**src/rtl/imem_loader.sv**
```systemverilog
// Instruction-memory loader: takes a framed byte stream (16-bit word count, big-endian words,
// 8-bit checksum) and writes each assembled word, holding the CPU via busy until verified.
module imem_loader #(
    parameter logic [31:0] BASE_ADDR   = 32'd0,
    parameter int unsigned DEPTH_WORDS = 256
) (
    input  logic        clk_i,
    input  logic        rst_i,
    input  logic        start_i,
    input  logic [7:0]  in_data_i,
    input  logic        in_valid_i,
    output logic        in_ready_o,
    output logic        mem_we_o,
    output logic [31:0] mem_addr_o,
    output logic [31:0] mem_wdata_o,
    output logic        busy_o,
    output logic        done_o,
    output logic        err_o
);

    localparam int unsigned IdxW = $clog2(DEPTH_WORDS) + 1;

    localparam logic [2:0] StIdle  = 3'd0;
    localparam logic [2:0] StLenHi = 3'd1;
    localparam logic [2:0] StLenLo = 3'd2;
    localparam logic [2:0] StData  = 3'd3;
    localparam logic [2:0] StCsum  = 3'd4;
    localparam logic [2:0] StDone  = 3'd5;
    localparam logic [2:0] StErr   = 3'd6;

    logic [2:0]      state_q, state_d;
    logic [15:0]     count_q, count_d;
    logic [IdxW-1:0] widx_q, widx_d;
    logic [1:0]      bidx_q, bidx_d;
    logic [23:0]     shift_q, shift_d;
    logic [7:0]      csum_q, csum_d;
    logic            we_q, we_d;
    logic [31:0]     addr_q, addr_d;
    logic [31:0]     wdata_q, wdata_d;

    logic        in_ready;
    logic        xfer;
    logic [15:0] len_full;
    logic        last_word;

    assign in_ready  = (state_q == StLenHi) || (state_q == StLenLo) ||
                       (state_q == StData)  || (state_q == StCsum);
    assign xfer      = in_valid_i && in_ready;
    assign len_full  = {count_q[15:8], in_data_i};
    assign last_word = ((32'(widx_q) + 32'd1) == 32'(count_q));

    always_comb begin
        state_d = state_q;
        count_d = count_q;
        widx_d  = widx_q;
        bidx_d  = bidx_q;
        shift_d = shift_q;
        csum_d  = csum_q;
        we_d    = 1'b0;
        addr_d  = addr_q;
        wdata_d = wdata_q;

        unique case (state_q)
            StIdle, StDone, StErr: begin
                if (start_i) begin
                    state_d = StLenHi;
                    count_d = '0;
                    widx_d  = '0;
                    bidx_d  = '0;
                    shift_d = '0;
                    csum_d  = '0;
                end
            end
            StLenHi: begin
                if (xfer) begin
                    count_d[15:8] = in_data_i;
                    state_d       = StLenLo;
                end
            end
            StLenLo: begin
                if (xfer) begin
                    count_d = len_full;
                    if (32'(len_full) > DEPTH_WORDS) begin
                        state_d = StErr;
                    end else if (len_full == 16'd0) begin
                        state_d = StCsum;
                    end else begin
                        state_d = StData;
                    end
                end
            end
            StData: begin
                if (xfer) begin
                    csum_d  = csum_q + in_data_i;
                    bidx_d  = bidx_q + 2'd1;
                    shift_d = {shift_q[15:0], in_data_i};
                    // Fourth byte completes the word; the write is registered for next cycle.
                    if (bidx_q == 2'd3) begin
                        we_d    = 1'b1;
                        addr_d  = BASE_ADDR + (32'(widx_q) << 2);
                        wdata_d = {shift_q, in_data_i};
                        widx_d  = widx_q + IdxW'(1);
                        if (last_word) begin
                            state_d = StCsum;
                        end
                    end
                end
            end
            StCsum: begin
                if (xfer) begin
                    state_d = (in_data_i == csum_q) ? StDone : StErr;
                end
            end
            default: state_d = StIdle;
        endcase
    end

    always_ff @(posedge clk_i or posedge rst_i) begin
        if (rst_i) begin
            state_q <= StIdle;
            count_q <= '0;
            widx_q  <= '0;
            bidx_q  <= '0;
            shift_q <= '0;
            csum_q  <= '0;
            we_q    <= 1'b0;
            addr_q  <= '0;
            wdata_q <= '0;
        end else begin
            state_q <= state_d;
            count_q <= count_d;
            widx_q  <= widx_d;
            bidx_q  <= bidx_d;
            shift_q <= shift_d;
            csum_q  <= csum_d;
            we_q    <= we_d;
            addr_q  <= addr_d;
            wdata_q <= wdata_d;
        end
    end

    assign in_ready_o  = in_ready;
    assign mem_we_o    = we_q;
    assign mem_addr_o  = addr_q;
    assign mem_wdata_o = wdata_q;
    // The last word's write lands in CSUM, but busy must cover it regardless.
    assign busy_o      = in_ready || we_q;
    assign done_o      = (state_q == StDone);
    assign err_o       = (state_q == StErr);

endmodule

```
**config.mk**
```make
export PLATFORM = sky130hd
export DESIGN_NAME = imem_loader
export DESIGN_NICKNAME = d
export VERILOG_FILES = /design/src/rtl/imem_loader.sv
export SDC_FILE = /design/constraint.sdc
export NUM_CORES = 1
export LEC_CHECK = 0
export ABC_CLOCK_PERIOD_IN_PS = 3100
export BUFFER_PORTS_ARGS = -buffer_cell sky130_fd_sc_hd__buf_2
export CORE_MARGIN = 2
export CORE_UTILIZATION = 50
export DETAILED_ROUTE_END_ITERATION = 8
export PLACE_DENSITY = 0.7
export SLEW_MARGIN = 20
export SYNTH_ARGS = -nofsm -noshare
export SYNTH_HDL_FRONTEND = slang
export SYNTH_SLANG_ARGS = --single-unit
```
**constraint.sdc**
```tcl
create_clock -name clk_i -period 3.1 [get_ports clk_i]
set_input_delay 0.155 -clock clk_i [delete_from_list [all_inputs] [get_ports clk_i]]
set_output_delay 0.155 -clock clk_i [all_outputs]
set_load 0.05 [all_outputs]
```
=== Word-level counts from Yosys, hierarchy flattened ===
Index checks and enable logic that the tools add are counted.

* Bits of input ports: 12
* Output and inout port bits: 69
* Flip-flop bits (word level): 104

* $add $sub $neg: 4
* Muxes and demuxes: 32
* Eq/ne operators: 16
* Magnitude comparators: 1
* Bitwise operators: 1
* Reductions and logical operators: 17

{| class="wikitable"
|+ Operator list
! cell !! number
|-
| $mux 24 || 2
|-
| $pmux 24 s2 || 1
|-
| $mux 8 || 4
|-
| $pmux 8 s2 || 2
|-
| $mux 3 || 9
|-
| $mux 9 || 3
|-
| $pmux 8 s3 || 1
|-
| $pmux 9 s2 || 1
|-
| $eq 10x16->1 || 1
|-
| $gt 16x9->1 const B || 1
|-
| $logic_not 16->1 || 1
|-
| $mux 16 || 1
|-
| $pmux 3 s5 || 1
|-
| $ne 2x2->1 const B || 6
|-
| $add 9x1->10 const B || 1
|-
| $add 9x1->9 const B || 1
|-
| $eq 3x3->1 const B || 3
|-
| $reduce_and 3->1 || 3
|-
| $add 8x8->8 || 1
|-
| $eq 8x8->1 || 1
|-
| $reduce_and 4->1 || 2
|-
| $reduce_and 7->1 || 1
|-
| $eq 3x2->1 const B || 2
|-
| $mux 2 || 3
|-
| other kinds (12) || 19
|}

=== Depth between registers and ports, before layout ===
Gate-level depths: netlist (run 1).

* Depth after elaboration: 7
* Mapped depth: 8

=== Least setup slack after synthesis (run 1) ===
No wires, ideal clock.

* Path type: reg2out
* Start: register state_q[0]
* End: output port busy_o
* Slack: 1.005 ns
* Path buffers: 1
* Required time: 2.945 ns
* Stages on the path, launching flop included: 5
* Arrival: 1.940 ns
* Cells stage by stage: dfrtp_1 -> buf_2 -> nor2_1 -> xnor2_1 -> or2_2

* Longest elaborated chain between the ends: 5

{| class="wikitable"
|+ RTL lines
! element !! line !! source
|-
| start, declared || 31 || <nowiki>logic [2:0] state_q, state_d;</nowiki>
|-
| start signal, assigned || 120 || <nowiki>state_q <= StIdle;</nowiki>
|-
| start signal, assigned || 130 || <nowiki>state_q <= state_d;</nowiki>
|-
| $eq 3x1->1 / $eq 3x2->1 (equally long branches) || 46 || <nowiki>assign in_ready = (state_q == StLenHi) || (state_q == StLenLo) ||</nowiki>
|-
| $logic_or 1x1->1 (2 in series) || 46 ||
|-
| $logic_or 1x1->1 (*) || 47 || <nowiki>(state_q == StData) || (state_q == StCsum);</nowiki>
|-
| via in_ready_o || 12 || <nowiki>output logic in_ready_o,</nowiki>
|-
| $logic_or 1x1->1 (*) || 147 || <nowiki>assign busy_o = in_ready || we_q;</nowiki>
|-
| end, declared || 16 || <nowiki>output logic busy_o,</nowiki>
|}

Mark *: on every way through the listed nets, which the timed path passes. The rest lies on a longest branch.

=== Worst setup path after layout (run 1) ===
* Start: register state_q[1]
* End: register bidx_q[0]

* Longest elaborated chain between the ends: 7

{| class="wikitable"
|+ RTL lines
! element !! line !! source
|-
| $eq 3x1->1 / $eq 3x2->1 (equally long branches) || 46 ||
|-
| $logic_or 1x1->1 (2 in series) || 46 ||
|-
| $logic_or 1x1->1 || 47 ||
|-
| $logic_and 1x1->1 || 48 || <nowiki>assign xfer = in_valid_i && in_ready;</nowiki>
|-
| $ne 2x2->1 (no source line) || n/a ||
|-
| $reduce_and 3->1 (no source line) || n/a ||
|-
| end signal, assigned || 133 || <nowiki>bidx_q <= bidx_d;</nowiki>
|-
| end, declared || 34 || <nowiki>logic [1:0] bidx_q, bidx_d;</nowiki>
|}

Parallel ways exist; a longest one is shown, timed or not.
A chain may end at the register's enable or synchronous reset.

==> key figures, run 1 <==
Logic synthesis
  – Count leader, synth: nand2_1
  – Mux share of post-synthesis cell area: 0.01048
  – Synth Area in XOR/XNOR: 0.04315
  – Number of enable flip-flop cells after synthesis: 0
  – Main combinational cell family by area after synthesis: simple AND/OR/NAND/NOR gates
  – Post-Syn Area per Cell: 9.482 µm²
  – Dominant cell type by area after synthesis: dfrtp_1
  – Most used DFF post-synth: dfrtp_1
  – Yosys Warn Count: 0
  – Cells after synthesis: 529
  – Syn Std Cell Area: 0.005016 mm²
  – Synth Area in Simple Gates: 0.2153
  – Async set or reset register ratio after synthesis: 1.000
  – Yosys reg bits: 104
  – Top cells by count, synth: nand2_1, dfrtp_1, a22o_1
  – Largest cells by area after synthesis: dfrtp_1, nand2_1, a22o_1
  – Synth Area in Compound Gates: 0.1225
  – Synth unique cells: 55
  – Yosys top cell area share: 0.5188
  – Sequential area share after synthesis: 0.5188
  – Adder-Cell Fraction of Synth Area: 0.02644

Global route
  – GRT Total Usage: 0.2089
  – Total congestion overflow: 0
  – Initial antenna violation count: 0
  – Largest net degree at the start of global routing: 57
  – Vias in the first global route: 3638
  – Global-route wire length before repair: 18230 µm

Worst setup path
  – CP delay by family, top: flip-flops
  – Critical Path Source: state_q[1]$_DFFE_PP0P_
  – Most used cell along the critical path: buf_4
  – R2r startpoint: state_q[1]$_DFFE_PP0P_
  – Setup CP Type: flop to flop
  – Crit-path max FO: 37
  – WP data required: 3.36 ns
  – Worst path max stage delay: 0.63 ns
  – CP Launch Type: flop
  – Crit path buf inv count: 2
  – Slowest stage cell on the critical path: dfrtp_1
  – Cell Chain, Critical Path: nor2b_1 -> and3_1 -> buf_4 -> nor2_2 -> buf_4 -> mux2_2
  – Critical Path End Type: flop
  – Crit path arrival time: 2.51 ns

STA
  – Worst Tran Pin Value: 0.7101 ns
  – Fin Clk Skew: 0.01171 ns
  – Setup ws final: 0.8473 ns
  – Tcrit/Tclk final: 0.7267
  – Highest clock rate: 443.9 MHz
  – Setup Viol. Count Final: 0
  – Min Tclk post-route: 2.253 ns
  – Relative slew slack: 0.5266
  – RSZ-0062 raised after global routing: false
  – Max Slew Vio Count: 0
  – Final setup TNS: 0 ns
  – Endpoints failing hold: 0
  – Final Hold Slack: 0.07999 ns

Place
  – GP Congestion: 0.8821
  – Dpl cells: 698
  – I/O Buffers: 57
  – Place WS: 0.9013 ns
  – DP HPWL: 7318 µm

CTS
  – Cts hold-fix bufs: 1
  – CTS sink count: 104
  – Clk slew on worst S/H paths: 0.11 ns
  – Post-CTS setup buffers: 0
  – Longest Clk Path Bufs: 2
  – Clk Latency, worst-skew pair: 0.37 ns
  – CTS tree: built
  – Clock Root Buffer: clkbuf_8
  – H-tree depth: 3
  – TritonCTS Buffers: 9
  – Cts repair resizes: 0

Hold path
  – HP Start: in_data_i[6]
  – HP Class: primary input to flop

Floorplan
  – Die Y: 104.2 µm
  – Std cell rows: 36
  – Core ar.: 0.009774 mm²
  – Top Ports: 81
  – Initial core utilization: 0.5132
  – Die Wd: 104.2 µm
  – Die Area: 0.01085 mm²

Route
  – DRT iter0 DRCs: 205
  – Pre-antenna DRT Iters: 4
  – Post-route ant nets: 0
  – # DRC: 0
  – Vias: 3798
  – Vias per std cell: 5.312
  – Post-Route WL: 10710 µm
  – WL per Instance: 14.97 µm

Power
  – Maximum vdd drop: 0.3152 mV
  – Leak pwr: 2.964 nW
  – Power per Cell Area: 825.8 mW/mm²

Finish
  – Area added between synthesis and finish: 10.33%
  – Final #Nets: 599
  – N_diodes: 0
  – Final Non-Filler Cells: 715
  – Layout cell share with drive strength beyond 1: 0.1632

Run status
  – Outcome: complete, no violations

Job
  – Max Cap Viol: 0
[per-layer routing]
metal | vias up | global-route usage | wire (µm)
met5 | - | 0 | 0
met4 | 0 | 0.06660 | 182
met3 | 16 | 0.03947 | 626
met2 | 119 | 0.3280 | 5068
met1 | 1817 | 0.2954 | 4828
li1 | 1846 | - | -
[state kept, by name, summed over array words and instances, names as in the netlist]
| signal | flops |
|---|---|
| count_q | 16 |
| mem_we_o | 1 |
| mem_addr_o | 9 |
| bidx_q | 2 |
| csum_q | 8 |
| mem_wdata_o | 32 |
| state_q | 3 |
| shift_q | 24 |
| widx_q | 9 |
[layout by cell type, fill, tap and decap left out, drive strengths merged, types with 3 or more instances in the layout]
| cell type | instances |
|---|---|
| mux2i | 3 |
| nand2b | 3 |
| nor2 | 17 |
| nor2b | 4 |
| dfrtp | 104 |
| nand3 | 25 |
| conb | 23 |
| nor4 | 4 |
| clkbuf | 9 |
| a22o | 31 |
| and3 | 6 |
| a21oi | 10 |
| xnor2 | 13 |
| ha | 9 |
| o21ai | 16 |
| o31ai | 5 |
| and2 | 3 |
| buf | 62 |
| a21o | 4 |
| xor2 | 10 |
| nor3 | 9 |
| nand2 | 170 |
| inv | 10 |
[worst register-to-register path: cells and delay by family, from the launching register on]
family / cells / cell delay (ns)
AND/OR/NAND/NOR: 3 / 0.57
buffers and inverters: 2 / 0.63
multiplexers: 1 / 0.31
flip-flops: 1 / 0.63
[power breakdown]
part	switching, W	internal, W
clock	0.000506	0.000391
sequential	0.000305	0.00167
combinational	0.00111	0.000583
[cell type report]
| cell class | instances | area (µm²) |
|---|---|---|
| clock buffers | 9 | 123.9 |
| well taps | 133 | 166.4 |
| fillers | 920 | 4240 |
| repair buffers | 63 | 345.3 |
| multi-input cells | 393 | 2185 |
| clock inverters | 7 | 86.33 |
| flip-flops and latches | 104 | 2603 |
| inverters | 6 | 25.02 |
[worst paths after layout]
kind	depth (start not counted)	slack, ns	end
worst max-delay path	6	0.85	bidx_q[0]$_DFFE_PP0P_
worst min-delay path	3	0.08	mem_wdata_o[6]$_DFFE_PP0P_
worst max register to register	6	0.85	bidx_q[0]$_DFFE_PP0P_
worst min register to register	2	0.48	mem_addr_o[5]$_DFFE_PP0P_
max in group asynchronous	4	1.95	csum_q[7]$_DFFE_PP0P_
min in group asynchronous	3	0.44	mem_wdata_o[24]$_DFFE_PP0P_
[kinds of logic (layout without fill, tap and decap cells)]
logic type	count (synthesis)	in the layout
buffers and inverters	54	85
xor gates and xnor gates	23	23
other	1	23
DFF	104	104
adders and majority gates	10	10
AOI/OAI and AO/OA	84	84
muxes	5	5
and+or+nand+nor	248	248
[metrics by stage]
step	power (W)	util	cell area (µm²)
floorplan	0.003330	-	5099
global placement	0.003634	0.5437	5314
detailed placement	0.003697	0.5437	5314
CTS	0.004595	0.5662	5534
global route	0.004864	0.5662	5534
finish	0.004570	0.5662	5534
No activity file was read; power rests on OpenSTA's default activity.
==> run 2, diff against run 1 <==
--- a/config.mk
+++ b/config.mk
@@ -5,12 +5,12 @@
 export SDC_FILE = /design/constraint.sdc
 export NUM_CORES = 1
 export LEC_CHECK = 0
-export ABC_CLOCK_PERIOD_IN_PS = 3100
+export ABC_CLOCK_PERIOD_IN_PS = 1900
 export BUFFER_PORTS_ARGS = -buffer_cell sky130_fd_sc_hd__buf_2
 export CORE_MARGIN = 2
 export CORE_UTILIZATION = 50
 export DETAILED_ROUTE_END_ITERATION = 8
-export PLACE_DENSITY = 0.7
+export PLACE_DENSITY = 0.73
 export SLEW_MARGIN = 20
 export SYNTH_ARGS = -nofsm -noshare
 export SYNTH_HDL_FRONTEND = slang
==> constraint.sdc (replaced) <==
create_clock -name clk_i -period 1.9 [get_ports clk_i]
set_input_delay 0.095 -clock clk_i [delete_from_list [all_inputs] [get_ports clk_i]]
set_output_delay 0.095 -clock clk_i [all_outputs]
set_load 0.05 [all_outputs]
==> run 2 against run 1 <==
  * Register-to-register slack got worse by 0.86 ns
  * Combinational power increased by 94%
  * Routed wire length increased by 3.3%
  * Sequential share of layout area decreased by 3.3 points
  * Final area increased by 7.8%
  * Cell count increased by 4.8%
  * Critical path depth unchanged
  * Highest routed layer unchanged
  * Non-clock buffer count increased by 34
  * Sequential power increased by 61%
  * Clock skew increased by 0.0062 ns
  * The run now ends with negative setup slack left
  * Global-route usage decreased by 0.062 points
  * Maximum frequency increased by 18%
==> key figures, run 2 (synthesis results as in run 1) <==
STA
  – Min Tclk post-route: 1.911 ns
  – Setup Viol. Count Final: 2
  – Endpoints failing hold: 0
  – Setup ws final: -0.01127 ns
  – Tcrit/Tclk final: 1.006
  – Highest clock rate: 523.2 MHz
  – Fin Clk Skew: 0.01790 ns
  – Worst Tran Pin Value: 0.5459 ns
  – Max Slew Vio Count: 0
  – Relative slew slack: 0.6361
  – RSZ-0062 raised after global routing: true

CTS
  – Clk slew on worst S/H paths: 0.11 ns
  – Clk Latency, worst-skew pair: 0.39 ns
  – H-tree depth: 3
  – TritonCTS Buffers: 9
  – Clock Root Buffer: clkbuf_8
  – Longest Clk Path Bufs: 2
  – CTS tree: built
  – CTS sink count: 104

Power
  – Maximum vdd drop: 0.6405 mV
  – Seq pwr share: 0.408
  – Combinational share of power: 0.420
  – Sw frac: 0.4214
  – Clock power share: 0.172
  – Net Sw Power: 0.003284 W
  – Int Pwr: 0.004510 W
  – Leak pwr: 3.126 nW
  – Total Power: 0.007795 W
  – Power per Cell Area: 1307 mW/mm²

Floorplan
  – Std cell rows: 36
  – Die Y: 104.2 µm
  – Core ar.: 0.009774 mm²
  – Top Ports: 81
  – Initial core utilization: 0.5132
  – Die Wd: 104.2 µm
  – Die Area: 0.01085 mm²

Route
  – Pre-antenna DRT Iters: 4
  – Top Metal Used: met4
  – Post-Route WL: 11060 µm
  – Post-route ant nets: 0
  – Met3 WL: 507 µm
  – # DRC: 0
  – WL per Instance: 14.77 µm
  – Vias per std cell: 5.310
  – DRT iter0 DRCs: 198
  – WL met2: 5302 µm
  – Vias: 3977
  – Wire length on met1: 5066 µm

Run status
  – Failing checks: negative setup slack
  – Outcome: finished with violations

Finish
  – Fill cells: 873
  – N_diodes: 0
  – Max reg flops: 32
  – Area added between synthesis and finish: 18.88%
  – Most common cell after layout, fill and taps aside: nand2_1
  – Layout cell share with drive strength beyond 1: 0.2500
  – Most frequent cells in the layout: nand2_1, dfrtp_1, buf_2
  – Final #Nets: 633
  – Layout Utilization: 0.6101

Worst setup path
  – Cell Chain, Critical Path: ha_4 -> xnor2_2 -> nand3_1 -> or4_4 -> nor3_4 -> a311o_1
  – Crit path buf inv count: 0
  – WP data required: 2.22 ns
  – Slowest stage cell on the critical path: or4_4
  – Critical Path End Type: flop
  – Worst path max stage delay: 0.54 ns
  – CP delay by family, top: simple AND/OR/NAND/NOR gates
  – Crit path arrival time: 2.24 ns
  – CP Launch Type: flop
  – Setup CP Type: flop to flop
  – Crit-path max FO: 3

Place
  – I/O Buffers: 57
  – DP HPWL: 7497 µm
  – GP Congestion: 0.8249

Global route
  – Total congestion overflow: 0
  – Vias in the first global route: 3712
  – GRT Total Usage: 0.2083
  – Global-route wire length before repair: 18310 µm
  – Largest net degree at the start of global routing: 105
  – Initial antenna violation count: 0

Hold path
  – HP Class: primary input to flop

Job
  – Max Cap Viol: 0
run 2: area by class of cell:
class / instances / area, µm² / share of cell area
multi-input combinational: 393 / 2350 / 0.3940
tap: 133 / 166.4 / 0.02791
clock buffer: 10 / 127.6 / 0.02140
timing repair buffer: 97 / 625.6 / 0.1049
clock inverter: 6 / 58.81 / 0.009862
inverter: 6 / 27.53 / 0.004616
sequential: 104 / 2608 / 0.4373
run 2: repair_timing:
action                                 CTS  global route
gates resized for setup                 10            20
endpoints found under the hold margin  106             0
gates cloned                             0             0
pin swaps                                7            10
hold buffers                             3             0
setup endpoints to repair                6            36
buffers inserted                         0             3
run 2: metrics by stage:
| step | cells | hold slack (ns) | setup WS (ns) | instance area [µm²] | setup TNS (ns) |
|---|---|---|---|---|---|
| 2_1_floorplan | 551 | 0.2004 | 0.005085 | 5124 | 0 |
| 3_3_place_gp | 727 | 0.2979 | -0.09746 | 5567 | -0.1471 |
| 3_5_place_dp | 727 | 0.3049 | -0.1328 | 5567 | -0.2624 |
| 4_1_cts | 746 | 0.005581 | -0.02040 | 5848 | -0.03254 |
| 5_1_grt | 749 | 0.02777 | -0.06544 | 5963 | -0.2685 |
| 6_report | 749 | 0.008548 | -0.01127 | 5963 | -0.01995 |
run 2: routing by layer:
| layer | global-route usage | vias to the layer above |
|---|---|---|
| met5 | 0 | - |
| met4 | 0.06467 | 0 |
| met3 | 0.03133 | 19 |
| met2 | 0.3313 | 107 |
| met1 | 0.2969 | 1940 |
| li1 | - | 1911 |
run 2: tightest hold or removal path, delay by kind of cell:
family / cells / cell delay (ns)
buffers and inverters: 1 / 0.15
AND/OR/NAND/NOR: 2 / 0.13
run 2: final timing paths:
kind,from,endpoint,slack [ns],depth (start not counted)
max reg2reg,widx_q[0]$_DFFE_PP0P_,state_q[2]$_DFFE_PP0P_,-0.01,6
max in group asynchronous,rst_i,count_q[2]$_DFFE_PP0P_,1.07,4
min reg2reg,mem_addr_o[8]$_DFFE_PP0P_,mem_addr_o[8]$_DFFE_PP0P_,0.48,2
min in group asynchronous,rst_i,mem_wdata_o[24]$_DFFE_PP0P_,0.41,4
min,in_data_i[3],mem_wdata_o[3]$_DFFE_PP0P_,0.009,3
max,widx_q[0]$_DFFE_PP0P_,state_q[2]$_DFFE_PP0P_,-0.01,6
run 2: power by group through the flow:
stage | registers (W) | clock network, W | logic (W)
floorplan | 0.00351 | 0 | 0.00195
global placement | 0.00316 | 0 | 0.00302
detailed placement | 0.00320 | 0 | 0.00310
CTS | 0.00317 | 0.00137 | 0.00319
global route | 0.00324 | 0.00145 | 0.00357
finish | 0.00318 | 0.00134 | 0.00328
